===== config.mk =====
export PLATFORM = sky130hd
export DESIGN_NAME = qduc_ctrl
export DESIGN_NICKNAME = d
export VERILOG_FILES = /design/src/rtl/qduc_pkg.sv /design/src/rtl/qduc_ctrl_timer.sv /design/src/rtl/qduc_ctrl.sv
export SDC_FILE = /design/constraint.sdc
export NUM_CORES = 1
export LEC_CHECK = 0
export BUFFER_PORTS_ARGS = -buffer_cell sky130_fd_sc_hd__buf_4
export CORE_ASPECT_RATIO = 0.6
export CORE_MARGIN = 1.5
export CORE_UTILIZATION = 35
export DETAILED_ROUTE_END_ITERATION = 6
export SETUP_SLACK_MARGIN = 0.02
export SLEW_MARGIN = 40
export SYNTH_ARGS = -nofsm -noshare
export SYNTH_HDL_FRONTEND = slang
export SYNTH_HIERARCHICAL = 1
export SYNTH_SLANG_ARGS = --single-unit

===== constraint.sdc =====
create_clock -name clk -period 3.7 [get_ports clk]
set_input_delay 0.185 -clock clk [delete_from_list [all_inputs] [get_ports clk]]
set_output_delay 0.185 -clock clk [all_outputs]
set_load 0.005 [all_outputs]

===== src/rtl/qduc_pkg.sv =====
// Shared types for the quadrature upconverter configuration sequencer:
// the sequencer state, the configuration record and timer sizing helpers.
package qduc_pkg;

   localparam int FSZ_DEFAULT = 31;

   typedef enum logic [2:0] {
      ST_IDLE,
      ST_MUTE,
      ST_COMMIT,
      ST_FLUSH,
      ST_SETTLE
   } state_t;

   // One record serves as both the shadow copy and the committed copy.
   typedef struct packed {
      logic [FSZ_DEFAULT-1:0] lo_freq;
      logic                   lo_dir;
      logic                   lo_ns_en;
      logic                   iq_swap;
      logic                   tuner_byp;
      logic                   flush;
   } cfg_t;

   function automatic int max3(input int a, input int b, input int c);
      int m;
      m = (a > b) ? a : b;
      return (m > c) ? m : c;
   endfunction

   // Counter width for loads up to n-1; never narrower than one bit.
   function automatic int timer_width(input int n);
      return (n < 2) ? 1 : $clog2(n);
   endfunction

endpackage


===== src/rtl/qduc_ctrl_timer.sv =====
// Loadable down-counter with a zero flag; it stops at zero and holds there
// until the next load.
module qduc_ctrl_timer #(
   parameter int           W       = 8,
   parameter logic [W-1:0] RST_VAL = '0
)(
   input  logic         clk,
   input  logic         reset,
   input  logic         load,
   input  logic [W-1:0] load_val,
   output logic         zero
);

   logic [W-1:0] count;

   // NOTE: sequential state uses non-blocking assignments so every register
   // samples the pre-edge values, independent of statement order.
   always_ff @(posedge clk) begin
      if (reset) begin
         count <= RST_VAL;
      end else if (load) begin
         count <= load_val;
      end else if (count != '0) begin
         count <= count - 1'b1;
      end
   end

   assign zero = (count == '0);

endmodule


===== src/rtl/qduc_ctrl.sv =====
// Glitch-free configuration sequencer for the quadrature upconverter:
// mute, drain, commit on an input strobe, optional DSP reset, settle, unmute.
module qduc_ctrl
   import qduc_pkg::*;
#(
   parameter int FSZ           = FSZ_DEFAULT,
   parameter int MUTE_CYCLES   = 256,
   parameter int RST_CYCLES    = 4,
   parameter int SETTLE_CYCLES = 1024
)(
   input  logic           clk,
   input  logic           reset,
   input  logic           in_strobe,
   input  logic           cfg_valid,
   output logic           cfg_ready,
   input  logic [FSZ-1:0] cfg_lo_freq,
   input  logic           cfg_lo_dir,
   input  logic           cfg_lo_ns_en,
   input  logic           cfg_iq_swap,
   input  logic           cfg_tuner_byp,
   input  logic           cfg_flush,
   output logic [FSZ-1:0] lo_freq,
   output logic           lo_dir,
   output logic           lo_ns_en,
   output logic           iq_swap,
   output logic           tuner_byp,
   output logic           dsp_reset,
   output logic           mute,
   output logic           busy,
   output logic           applied
);

   localparam int TW = timer_width(max3(MUTE_CYCLES, RST_CYCLES, SETTLE_CYCLES));

   localparam logic [TW-1:0] MUTE_LD   = TW'(MUTE_CYCLES - 1);
   localparam logic [TW-1:0] RST_LD    = TW'(RST_CYCLES - 1);
   localparam logic [TW-1:0] SETTLE_LD = TW'(SETTLE_CYCLES - 1);

   state_t        state;
   state_t        state_nxt;
   cfg_t          cfg_in;
   cfg_t          shadow;
   cfg_t          committed;
   logic          take;
   logic          commit;
   logic          done;
   logic          t_load;
   logic [TW-1:0] t_val;
   logic          t_zero;

   // Post-reset the timer starts loaded so the chain drains before first use.
   qduc_ctrl_timer #(
      .W       (TW),
      .RST_VAL (SETTLE_LD)
   ) u_timer (
      .clk      (clk),
      .reset    (reset),
      .load     (t_load),
      .load_val (t_val),
      .zero     (t_zero)
   );

   always_comb begin
      cfg_in           = '0;
      cfg_in.lo_freq   = FSZ_DEFAULT'(cfg_lo_freq);
      cfg_in.lo_dir    = cfg_lo_dir;
      cfg_in.lo_ns_en  = cfg_lo_ns_en;
      cfg_in.iq_swap   = cfg_iq_swap;
      cfg_in.tuner_byp = cfg_tuner_byp;
      cfg_in.flush     = cfg_flush;
   end

   always_ff @(posedge clk) begin
      if (reset) begin
         state <= ST_SETTLE;
      end else begin
         state <= state_nxt;
      end
   end

   // NOTE: every output of this block gets a default first, so no path
   // through the case leaves a signal unassigned and infers a latch.
   always_comb begin
      state_nxt = state;
      take      = 1'b0;
      commit    = 1'b0;
      done      = 1'b0;
      t_load    = 1'b0;
      t_val     = '0;
      unique case (state)
         ST_IDLE: begin
            if (cfg_valid) begin
               take      = 1'b1;
               t_load    = 1'b1;
               t_val     = MUTE_LD;
               state_nxt = ST_MUTE;
            end
         end
         ST_MUTE: begin
            if (t_zero) begin
               state_nxt = ST_COMMIT;
            end
         end
         ST_COMMIT: begin
            // Strobes seen while still muting are deliberately not remembered.
            if (in_strobe) begin
               commit = 1'b1;
               t_load = 1'b1;
               if (shadow.flush) begin
                  t_val     = RST_LD;
                  state_nxt = ST_FLUSH;
               end else begin
                  t_val     = SETTLE_LD;
                  state_nxt = ST_SETTLE;
               end
            end
         end
         ST_FLUSH: begin
            if (t_zero) begin
               t_load    = 1'b1;
               t_val     = SETTLE_LD;
               state_nxt = ST_SETTLE;
            end
         end
         ST_SETTLE: begin
            if (t_zero) begin
               done      = 1'b1;
               state_nxt = ST_IDLE;
            end
         end
         default: begin
            t_load    = 1'b1;
            t_val     = SETTLE_LD;
            state_nxt = ST_SETTLE;
         end
      endcase
   end

   // NOTE: shadow and committed are plain registers, not RAM, so they take
   // the reset and a mid-sequence reset discards any pending configuration.
   always_ff @(posedge clk) begin
      if (reset) begin
         shadow    <= '0;
         committed <= '0;
         applied   <= 1'b0;
      end else begin
         if (take) begin
            shadow <= cfg_in;
         end
         if (commit) begin
            committed <= shadow;
         end
         applied <= done;
      end
   end

   assign cfg_ready = (state == ST_IDLE);
   assign busy      = (state != ST_IDLE);
   assign mute      = (state != ST_IDLE);
   assign dsp_reset = (state == ST_FLUSH);

   assign lo_freq   = FSZ'(committed.lo_freq);
   assign lo_dir    = committed.lo_dir;
   assign lo_ns_en  = committed.lo_ns_en;
   assign iq_swap   = committed.iq_swap;
   assign tuner_byp = committed.tuner_byp;

endmodule


# After elaboration in Yosys (flattened, before gate mapping)
# Cells that the tools add are included.
# totals
reg_bits,85
in_bits,40
output_inout_bits,40
word_cells,53
# classes
add_sub_neg,1
eq_ne,9
mux,20
bitwise_logic,1
n_reduce_logical,8
# ops
op,n
$mux W10,5
$pmux W10 S4,1
$mux W3,6
$pmux W3 S5,1
$logic_not A10 Y1,1
$reduce_bool A10 Y1,1
$sub A10 B1 Y10 const B,1
$mux W8,1
$ne A2 B2 Y1 const B,4
$eq A3 B2 Y1 const B,2
$mux W1,5
$reduce_and A5 Y1,1
$pmux W1 S4,1
$reduce_or A2 Y1,2
$eq A3 B1 Y1 const B,1
$eq A3 B3 Y1 const B,1
$logic_not A3 Y1,1
$reduce_bool A3 Y1,1
$ne A2 B1 Y1 const B,1
$reduce_bool A2 Y1,1
$not A1 Y1,1

# Depth between registers and ports, before layout
# Gate-level depths: netlist (run 1).
# logic_depth
word_depth,4
mapped_depth,11
depth_no_buf,10

# Cells and area by module
# The synthesis (run 1) kept the hierarchy.
# by_module_without_submodules
mod,n_inst,cells_each,area_each_um2,seq_area_each_um2
qduc_ctrl,1,341,2733.9,1501.4
qduc_ctrl_timer,1,65,550.5,200.2

# Worst setup path before layout (run 1)
# Ideal clock, no wire load.
# synth_path
path_kind,register to register
start,register u_timer.count[0]
end,register u_timer.count[0]
setup_ns,0.133
arrival_ns,2.533
t_required_ns,3.567
slack_ns,1.034
stages_incl_launch_ff,11
n_path_buf,2
period_less_slack_ns,2.666
path_cell_list,dfxtp_1 inv_1 ha_1 or4b_4 nor3b_4 mux2_2 a21oi_1 nand2_1 clkbuf_1 clkbuf_1 o211ai_1
# synth_between
elab_chain_cells,4
elab_cells_between_ends,10
classes_between,1 x add/sub; 6 x mux; 3 x reduce/logical
# synth_lines
element,line,rtl
"start, declared",qduc_ctrl_timer.sv:14,logic [W-1:0] count;
"start signal, assigned",qduc_ctrl_timer.sv:22,count <= load_val;
"start signal, assigned",qduc_ctrl_timer.sv:24,count <= count - 1'b1;
$logic_not A10 Y1 *,qduc_ctrl_timer.sv:28,assign zero = (count == '0);
via t_zero,qduc_ctrl.sv:49,logic t_zero;
$mux W1 *,qduc_ctrl.sv:119,if (t_zero) begin
$pmux W1 S4 *,qduc_ctrl.sv:90,unique case (state)
via t_load,qduc_ctrl.sv:47,logic t_load;
$mux W10 or $reduce_bool A2 Y1 (tied branches),n/a,
# Mark *: on every way through the listed nets, which the timed path passes. The rest lies on a longest branch. The select of a mux whose other input is x is not followed.
# A chain may end at the register's enable or synchronous reset.

# Worst setup path after layout (run 1)
# layout_path
start,register u_timer.count[0]
end,register u_timer.count[5]
# The elaborated chain is that of the path after synthesis.

==> results of run 1 <==
state kept, by name (all words and copies together), names as in the netlist:
name           cells
shadow            36
lo_freq           31
u_timer/count     10
state              3
applied            1
iq_swap            1
lo_dir             1
lo_ns_en           1
tuner_byp          1
routing by layer:
| layer | GRT usage | vias up | wire length [um] |
|---|---|---|---|
| met5 | 0 | - | 0 |
| met2 | 0.235 | 86 | 3220 |
| met1 | 0.217 | 1313 | 3920 |
| li1 | - | 1474 | - |
| met4 | 0.0573 | 0 | 53 |
| met3 | 0.0593 | 7 | 579 |
cells in the mapped netlist:
library cell    n  share of area
a221o_1         2         0.0061
dfxtp_1        85           0.52
a311o_1         1         0.0030
buf_2          11          0.017
nand2_1       148           0.17
nor4bb_1        1         0.0030
o21ai_1         1         0.0015
nand3_1         3         0.0046
or4b_4          1         0.0042
buf_6           4          0.014
o311ai_0        1         0.0027
or4b_1          1         0.0030
buf_1           1         0.0011
or4_1           1         0.0023
o21ai_0         3         0.0046
o211ai_1        3         0.0069
nor3b_4         1         0.0057
nor2_2          1         0.0019
buf_4           1         0.0023
o31ai_1         2         0.0046
xnor2_1         5          0.013
and3b_1         1         0.0027
ha_1            1         0.0038
mux2_2          2         0.0069
clkbuf_1       13          0.015
a311oi_1        1         0.0027
nor3_1          7          0.011
nor2b_1         1         0.0019
a21oi_1        80           0.12
mux2i_1         1         0.0030
nand4_1         3         0.0057
a211o_1         1         0.0027
or2_2           1         0.0019
nor2_1          5         0.0057
nand4bb_1       2         0.0069
a21o_1          1         0.0023
inv_1           7         0.0080
a2111oi_0       1         0.0027
nor4b_4         1         0.0072
cell type report:
cell class / count / area [sq um]
clock buffer: 9 / 225
clock inverter: 5 / 30.0
fill: 932 / 4950
multi-input combinational: 284 / 1430
tap: 130 / 163
sequential: 85 / 1700
inverter: 7 / 26.3
timing repair buffer: 83 / 627
kinds of logic after synthesis:
group | Yosys count | share of synthesized area
flops | 85 | 0.518
fa+ha+maj | 1 | 0.00381
xor+xnor | 5 | 0.0133
compound gates | 97 | 0.162
buf+inv | 37 | 0.0568
simple gates | 178 | 0.237
mux | 3 | 0.00990
stage by stage:
stage / setup WS, ps / instance area [sq um]
after floorplan: 1030 / 3280
final: 722 / 4200
after global routing: 433 / 4200
after CTS: 689 / 4200
after detailed placement: 704 / 3940
after global placement: 788 / 3920
where the power goes:
part | internal [W] | switching [W] | total, W | leakage [nW]
clock network | 0.000443 | 0.000346 | 0.000788 | 0.123
logic | 0.0000347 | 0.0000283 | 0.0000630 | 0.765
registers | 0.000918 | 0.00000280 | 0.000921 | 0.685
total | 0.00140 | 0.000377 | 0.00177 | 1.57
critical path, delay by kind of cell, from the launching register on:
| family | cells | cell delay (ps) |
|---|---|---|
| multiplexers | 1 | 240 |
| flip-flops | 1 | 320 |
| buffers and inverters | 1 | 90 |
| AND/OR/NAND/NOR | 4 | 1600 |
| AO/OA/AOI/OAI | 2 | 390 |
| adder cells (fa/ha/maj) | 1 | 240 |
cells in the final DEF (no fill, tap or decap), types with 3 or more instances in the layout:
cell and n:
nor3_1 7, nor2_1 5, buf_4 82, clkbuf_16 9
xnor2_1 5, nand2_1 148, o21ai_0 3, clkinv_2 3
nand3_1 3, a21oi_1 80, inv_1 7, o211ai_1 3
dfxtp_1 85, nand4_1 3
worst paths after layout:
kind | startpoint | end | slack (ps) | cells past startpoint
setup / recovery | u_timer/count[0] | u_timer/count[5] | 720 | 9
hold / removal | cfg_lo_ns_en | shadow[3] | 100 | 3
setup reg to reg | u_timer/count[0] | u_timer/count[5] | 720 | 9
hold reg to reg | shadow[17] | lo_freq[12] | 450 | 2
==> reports/summary.txt, run 1 <==
CTS clock-pin slew for the worst setup and hold paths: 60 ps
WP data required: 3920 ps
FF+latch count, synth: 85
Final Util: 0.459
I/O Buffers: 79
Setup violators final: 0
Post-synth cell types: 39
Fmax: 0.336 GHz
Max clock buf depth: 2
GRT Overall Usage: 0.161
Crit-path slowest cell: or4b_4
Post-DP HPWL: 4960 um
Fin crit share: 0.805
Vias in the first global route: 2599
Die Ht: 78.0 um
Setup crit end kind: register
WHS: 95.7 ps
Die ar.: 0.00999 sq mm
Worst slew pin tran: 640 ps
Area of the core: 0.00916 sq mm
YS warnings: 6
Vias per cell: 4.78
Residual DRC: 0
Leak: 1.57 nW
Hold/Removal Path Class: primary input to register
Gpl congestion: 0.791
I/O pin cnt: 80
Antenna fix cells: 0
Num Clock Sinks: 85
Post-Syn Nets: 447
Cell count after placement: 589
Total Power: 0.00177 W
Period minus WS final: 2980 ps
Max_cap viols: 0
First drt pass iteration count: 4
Detailed-route wire length: 7770 um
Final non-filler cell total: 603
Post_cts resized: 0
Final antenna-violating net count: 0
Global route overflow: 0
Width of the chip: 128 um
Rows: 27
Final Skew: 4.46 ps
Post-synthesis cell count: 406
Setup TNS: 0 ps
Worst-Skew Late Latency: 340 ps
H-tree levels: 3
Hold Fails Final Rpt: 0
Antenna violations before repair: 0
Max incr delay on CP: 530 ps
Post-synthesis sequential area ratio: 0.518
Pin count of the biggest net entering global routing: 85
Crit path launch type: register
Layout cells sized above 1: 0.224
Area grow syn2layout: 27.9%
Crit Path Category: register to register
Mapped cell area: 0.00328 sq mm
Initial Util: 0.359
First-pass GRT wire length: 12400 um
CTS tree: built
# Post-CTS Setup Buffers: 0
Slew margin rel.: 0.573
Number of DRC markers in iteration 0: 96
Largest fanout on the critical path: 22
Vias: 2880
Mean Syn Cell Area: 8.09 sq um
Root Driver: clkbuf_16
Final slew viol count: 0
Cell Chain, Critical Path: inv_1 -> ha_1 -> or4b_4 -> nor3b_4 -> mux2_2 -> a21oi_1 -> nand2_1 -> nor2_2 -> a221o_1
Net count, final: 511
WP data arrival: 3200 ps
Peak VDD IR: 246 uV
Hold Buf Count CTS: 0
Unrepaired setup endpoints after global routing: no
Power Density: 422 mW/mm^2
Status: finished clean
Num CTS Buffers: 9
WL per Instance: 12.9 um
No activity file was read; power rests on OpenSTA's default activity.
==> run 2: changes to the inputs <==
--- a/config.mk
+++ b/config.mk
@@ -5,6 +5,7 @@
 export SDC_FILE = /design/constraint.sdc
 export NUM_CORES = 1
 export LEC_CHECK = 0
+export ABC_AREA = 1
 export BUFFER_PORTS_ARGS = -buffer_cell sky130_fd_sc_hd__buf_4
 export CORE_ASPECT_RATIO = 0.6
 export CORE_MARGIN = 1.5
==> constraint.sdc (replaced) <==
create_clock -name clk -period 2.7 [get_ports clk]
set_input_delay 0.135 -clock clk [delete_from_list [all_inputs] [get_ports clk]]
set_output_delay 0.135 -clock clk [all_outputs]
set_load 0.005 [all_outputs]
==> run 2 against run 1 <==
Cell area is 6.0% higher. Combinational power rose by 63%. Sequential power grew 37%.
==> reports/summary.txt, run 2 <==
Status: finished clean
Setup violators final: 0
Yosys top cell area share: 0.478
Detailed-route wire length: 9270 um
WHS: 77.1 ps
Post-synthesis sequential area ratio: 0.478
YS warnings: 6
Hold Buf Count CTS: 0
Post-DP HPWL: 5830 um
Final non-filler cell total: 662
WP data required: 2930 ps
Reg2reg end: u_timer/count[7]
H-tree levels: 3
Post-synth cell types: 26
Largest fanout on the critical path: 6
Max FFs per register: 36
Number of DRC markers in iteration 0: 174
Vias in the first global route: 3013
Peak VDD IR: 364 uV
Num Clock Sinks: 85
Hold/Removal Path Class: primary input to register
Post-synth EDFFs: 0
Mapped cell area: 0.00356 sq mm
Worst slew pin tran: 669 ps
Setup crit end kind: register
Power Density: 608 mW/mm^2
Unrepaired setup endpoints after global routing: no
Layout cells sized above 1: 0.233
Final slew viol count: 0
Ys flop type: dfxtp_1
Leak: 1.72 nW
Net count, final: 563
Setup TNS: 0 ps
Post_cts resized: 0
Synth area leaders: dfxtp_1 (48%), nand3_1 (12%), a21oi_1 (11%)
Antenna fix cells: 0
Area of the core: 0.00988 sq mm
Internal Power: 0.00216 W
Hold endpoint: shadow[14]
Hold Fails Final Rpt: 0
Crit path launch type: register
Final antenna-violating net count: 0
I/O Buffers: 79
Mean Syn Cell Area: 7.76 sq um
Antenna violations before repair: 0
Most common cell in the synthesized netlist: nand2_1
Worst r2r path cells: 19
WL per Instance: 14.0 um
Synth top cells by count: nand2_1 (103), nand3_1 (87), dfxtp_1 (85)
Slew margin rel.: 0.554
Clock power frac: 0.496
Die ar.: 0.0108 sq mm
Worst-Skew Late Latency: 340 ps
Post-Syn Nets: 500
Residual DRC: 0
Logic pwr share: 0.038
Hold Crit Start: cfg_lo_freq[9]
Fin crit share: 0.820
GRT Overall Usage: 0.179
Num CTS Buffers: 9
Rows: 28
FF+latch count, synth: 85
Final Skew: 7.13 ps
First-pass GRT wire length: 14900 um
Fmax: 0.452 GHz
Vias per cell: 4.97
Initial Util: 0.360
Most frequent cells in the layout: nand2_1 (103), nand3_1 (87), dfxtp_1 (85), buf_4 (85), a21oi_1 (80)
Vias: 3288
Switching power: 0.000546 W
Largest Register: shadow
Cell count after placement: 646
First drt pass iteration count: 4
CTS tree: built
Cell depth of the worst hold path: 3
# Post-CTS Setup Buffers: 0
I/O pin cnt: 80
Gpl congestion: 0.889
Finished Cell Area: 0.00445 sq mm
Final Util: 0.450
Global route overflow: 0
Max clock buf depth: 2
Area post-placement: 0.00412 sq mm
Sequential share of power: 0.466
CTS clock-pin slew for the worst setup and hold paths: 60 ps
Most common cell after layout, fill and taps aside: nand2_1
Flop-to-flop setup slack: 490 ps
Pin count of the biggest net entering global routing: 63
Max_cap viols: 0
Largest area contributor in the netlist: dfxtp_1
Switching share of total power: 0.202
Root Driver: clkbuf_16
WP data arrival: 2440 ps
Period minus WS final: 2210 ps
Area grow syn2layout: 25.0%
Width of the chip: 133 um
Die Ht: 81.1 um
Crit Path Category: register to register
Reg-to-Reg Start: u_timer/count[0]
Ys async rst share: 0
Post-synthesis cell count: 459
## run 2: cell families (layout without fill, tap and decap cells)
logic type / after synthesis / in the layout / share of synthesized area
buf+inv: 55 / 123 / 0.0917
xor+xnor: 4 / 4 / 0.00984
fa+ha+maj: 1 / 1 / 0.00351
simple gates: 222 / 222 / 0.285
compound gates: 92 / 92 / 0.132
flops: 85 / 85 / 0.478
## run 2: cell type report
| type | instances | area, sq um |
|---|---|---|
| Inverter | 22 | 82.6 |
| Sequential cell | 85 | 1700 |
| Clock buffer | 12 | 256 |
| Tap cell | 135 | 169 |
| Multi-Input combinational cell | 319 | 1530 |
| Clock inverter | 4 | 70.1 |
| Timing Repair Buffer | 85 | 638 |
| Fill cell | 1028 | 5430 |
## run 2: how the worst max path moves through the flow
stage                     slack (ps)  cells past startpoint               end             start
after floorplan                  640                     19  u_timer/count[9]  u_timer/count[0]
after global placement           630                     19  u_timer/count[7]  u_timer/count[0]
after detailed placement         530                     19  u_timer/count[7]  u_timer/count[0]
after CTS                        520                     19  u_timer/count[7]  u_timer/count[0]
after global routing             370                     19  u_timer/count[7]  u_timer/count[0]
final                            490                     19  u_timer/count[7]  u_timer/count[0]
## run 2: power groups by stage
stage	clock network [W]	logic (W)	registers, W
2_1_floorplan	0	0.0000457	0.00129
3_3_place_gp	0	0.000103	0.00129
3_5_place_dp	0	0.000104	0.00129
4_1_cts	0.00138	0.000104	0.00126
5_1_grt	0.00143	0.000112	0.00126
6_report	0.00134	0.000103	0.00126
## run 2: layer usage
metal	up-vias	wire length [um]	global-route usage	share of wire
met2	121	3940	0.271	0.43
met3	11	586	0.0518	0.063
li1	1657	-	-	-
met5	-	0	0	0
met4	0	131	0.0641	0.014
met1	1499	4610	0.245	0.50
## run 2: worst max-delay path, stage by stage, from the launching register on
cell	delay, ps
dfxtp_1	340
inv_1	70
ha_1	260
inv_2	90
nor2_4	40
nand2_2	90
nor2_4	50
nand2_2	90
inv_2	60
nand2_1	60
nand2_1	50
inv_1	90
o21ai_2	70
inv_1	70
nand2_1	160
or2_2	330
nand2_1	70
inv_1	40
nand2_1	50
nand2_1	40
## run 2: through the flow
stage	setup slack (ps)	total power (W)
after floorplan	645	0.00133
after global placement	631	0.00139
after detailed placement	532	0.00139
after CTS	518	0.00274
after global routing	366	0.00281
final	487	0.00271
==> run 3: changes to the inputs <==
==> constraint.sdc (replaced) <==
create_clock -name clk -period 1.9 [get_ports clk]
set_input_delay 0.095 -clock clk [delete_from_list [all_inputs] [get_ports clk]]
set_output_delay 0.095 -clock clk [all_outputs]
set_load 0.005 [all_outputs]
==> run 3 against run 2 <==
Critical path depth fell by 1. Count of clock-buffer cells in the layout rose by 1. Highest routed layer unchanged. Clock skew fell by 1.2 ps. Register-to-register slack got worse by 470 ps. First-iteration DRC count rose by 18%. Clock power rose by 44%. Worst hold slack got worse by 49 ps. Cell count rose by 2.6%. Largest cell class unchanged. Fmax rose by 18%. Non-clock buffer count rose by 17. Global-route usage barely moved. Routed wire length rose by 1.4%.
==> reports/summary.txt, run 3 (same netlist as run 2, synthesis figures left out) <==
Area of the core: 0.00988 sq mm
I/O pin cnt: 80
Initial Util: 0.360
WHS: 27.7 ps
Crit-path slowest cell: dfxtp_2
CP bufs+invs: 6
Most common cell after layout, fill and taps aside: buf_4
Post-DP HPWL: 5990 um
WL per Instance: 13.8 um
Vias per cell: 4.94
Number of DRC markers in iteration 0: 206
Unrepaired setup endpoints after global routing: yes
Largest fanout on the critical path: 4
Antenna violations before repair: 0
Layout cells sized above 1: 0.298
Crit path launch type: register
Switching power: 0.000795 W
Status: finished clean
Worst slack, placed: 26.5 ps
WP data arrival: 2120 ps
Detailed-route wire length: 9400 um
Max_cap viols: 0
Peak VDD IR: 411 uV
GRT Overall Usage: 0.180
Final slew viol count: 0
Final Skew: 5.94 ps
CTS tree: built
Max FFs per register: 36
# fillers: 977
CTS clock-pin slew for the worst setup and hold paths: 60 ps
Setup violators final: 0
Rows: 28
Worst-Skew Late Latency: 350 ps
Root Driver: clkbuf_16
Sequential share of power: 0.462
H-tree levels: 3
Gpl congestion: 0.869
Setup ws final: 17.0 ps
Die ar.: 0.0108 sq mm
I/O Buffers: 79
Period minus WS final: 1880 ps
Clock power frac: 0.497
Switching share of total power: 0.205
Slew margin rel.: 0.657
Final non-filler cell total: 679
Final antenna-violating net count: 0
Hold Fails Final Rpt: 0
Max clock buf depth: 2
Hold/Removal Path Class: primary input to register
Cell Chain, Critical Path: inv_2 -> ha_4 -> inv_4 -> nor2_4 -> nand2_2 -> nor2_4 -> nand2_2 -> inv_2 -> nand2_1 -> nand2_1 -> inv_2 -> nand3_4 -> clkinv_4 -> or2_4 -> nand2_2 -> inv_2 -> nand2_1 -> nand2_1
WP data required: 2130 ps
Num Clock Sinks: 85
Area grow syn2layout: 31.1%
Top delay family on crit path: simple AND/OR/NAND/NOR gates
Width of the chip: 133 um
Power Density: 830 mW/mm^2
Global route overflow: 0
Antenna fix cells: 0
Internal Power: 0.00308 W
Crit Path Category: register to register
Vias in the first global route: 3026
Fin crit share: 0.991
First-pass GRT wire length: 15000 um
Most frequent cells in the layout: buf_4 (100), nand2_1 (96), dfxtp_1 (83)
Vias: 3352
Setup crit end kind: register
Net count, final: 580
Pin count of the biggest net entering global routing: 48
Cell count after placement: 655
Residual DRC: 0
Num CTS Buffers: 9
Die Ht: 81.1 um
Setup TNS: 0 ps
First drt pass iteration count: 4
Final Util: 0.473
Worst slew pin tran: 514 ps
Logic pwr share: 0.040
Max incr delay on CP: 320 ps
Fmax: 0.531 GHz
Leak: 1.81 nW
Largest Register: shadow
run 3: timing repair:
action | 4_1_cts | 5_1_grt
setup endpoints to repair | 1 | 12
hold buffers | 0 | 0
gates resized for setup | 1 | 24
buffers inserted | 0 | 8
pin swaps | 0 | 10
run 3: final cells by class:
type	instances	area, sq um	share of cell area
clock inverter	3	67.6	0.0145
timing repair buffer	102	773	0.166
tap	135	169	0.0362
inverter	22	90.1	0.0193
sequential	85	1700	0.365
clock buffer	13	260	0.0557
multi-input combinational	319	1610	0.344
run 3: power groups by stage:
| stage | Combinational (W) | Sequential (W) | Clock, W |
|---|---|---|---|
| global route | 0.000171 | 0.00179 | 0.00205 |
| CTS | 0.000155 | 0.00179 | 0.00197 |
| global placement | 0.000153 | 0.00183 | 0 |
| finish | 0.000157 | 0.00179 | 0.00193 |
| floorplan | 0.0000685 | 0.00183 | 0 |
| detailed placement | 0.000154 | 0.00183 | 0 |
run 3: final timing paths:
kind                         start                to  slack, ps  depth (start not counted)
setup / recovery  u_timer/count[0]  u_timer/count[9]         20                         18
setup reg to reg  u_timer/count[0]  u_timer/count[9]         20                         18
hold / removal     cfg_lo_freq[26]        shadow[31]         30                          3
hold reg to reg        lo_freq[11]       lo_freq[11]        460                          2
run 3: per-layer routing:
metal / vias to the layer above / GRT usage / part of all wire
met5: - / 0 / 0
met4: 0 / 0.0707 / 0.018
met3: 18 / 0.0543 / 0.058
met2: 96 / 0.262 / 0.42
met1: 1557 / 0.249 / 0.50
li1: 1681 / - / -
run 3: metrics by stage:
| step | total power [W] | instance area, sq um |
|---|---|---|
| after floorplan | 0.00190 | 3590 |
| after global placement | 0.00199 | 4210 |
| after detailed placement | 0.00199 | 4210 |
| after CTS | 0.00392 | 4540 |
| after global routing | 0.00401 | 4670 |
| final | 0.00388 | 4670 |
run 3: worst reg2reg max path, stage by stage (launching register included):
cell,delay [ps]
dfxtp_2,320
inv_2,80
ha_4,170
inv_4,40
nor2_4,110
nand2_2,80
nor2_4,140
nand2_2,70
inv_2,60
nand2_1,50
nand2_1,70
inv_2,50
nand3_4,70
clkinv_4,60
or2_4,230
nand2_2,60
inv_2,30
nand2_1,50
nand2_1,40
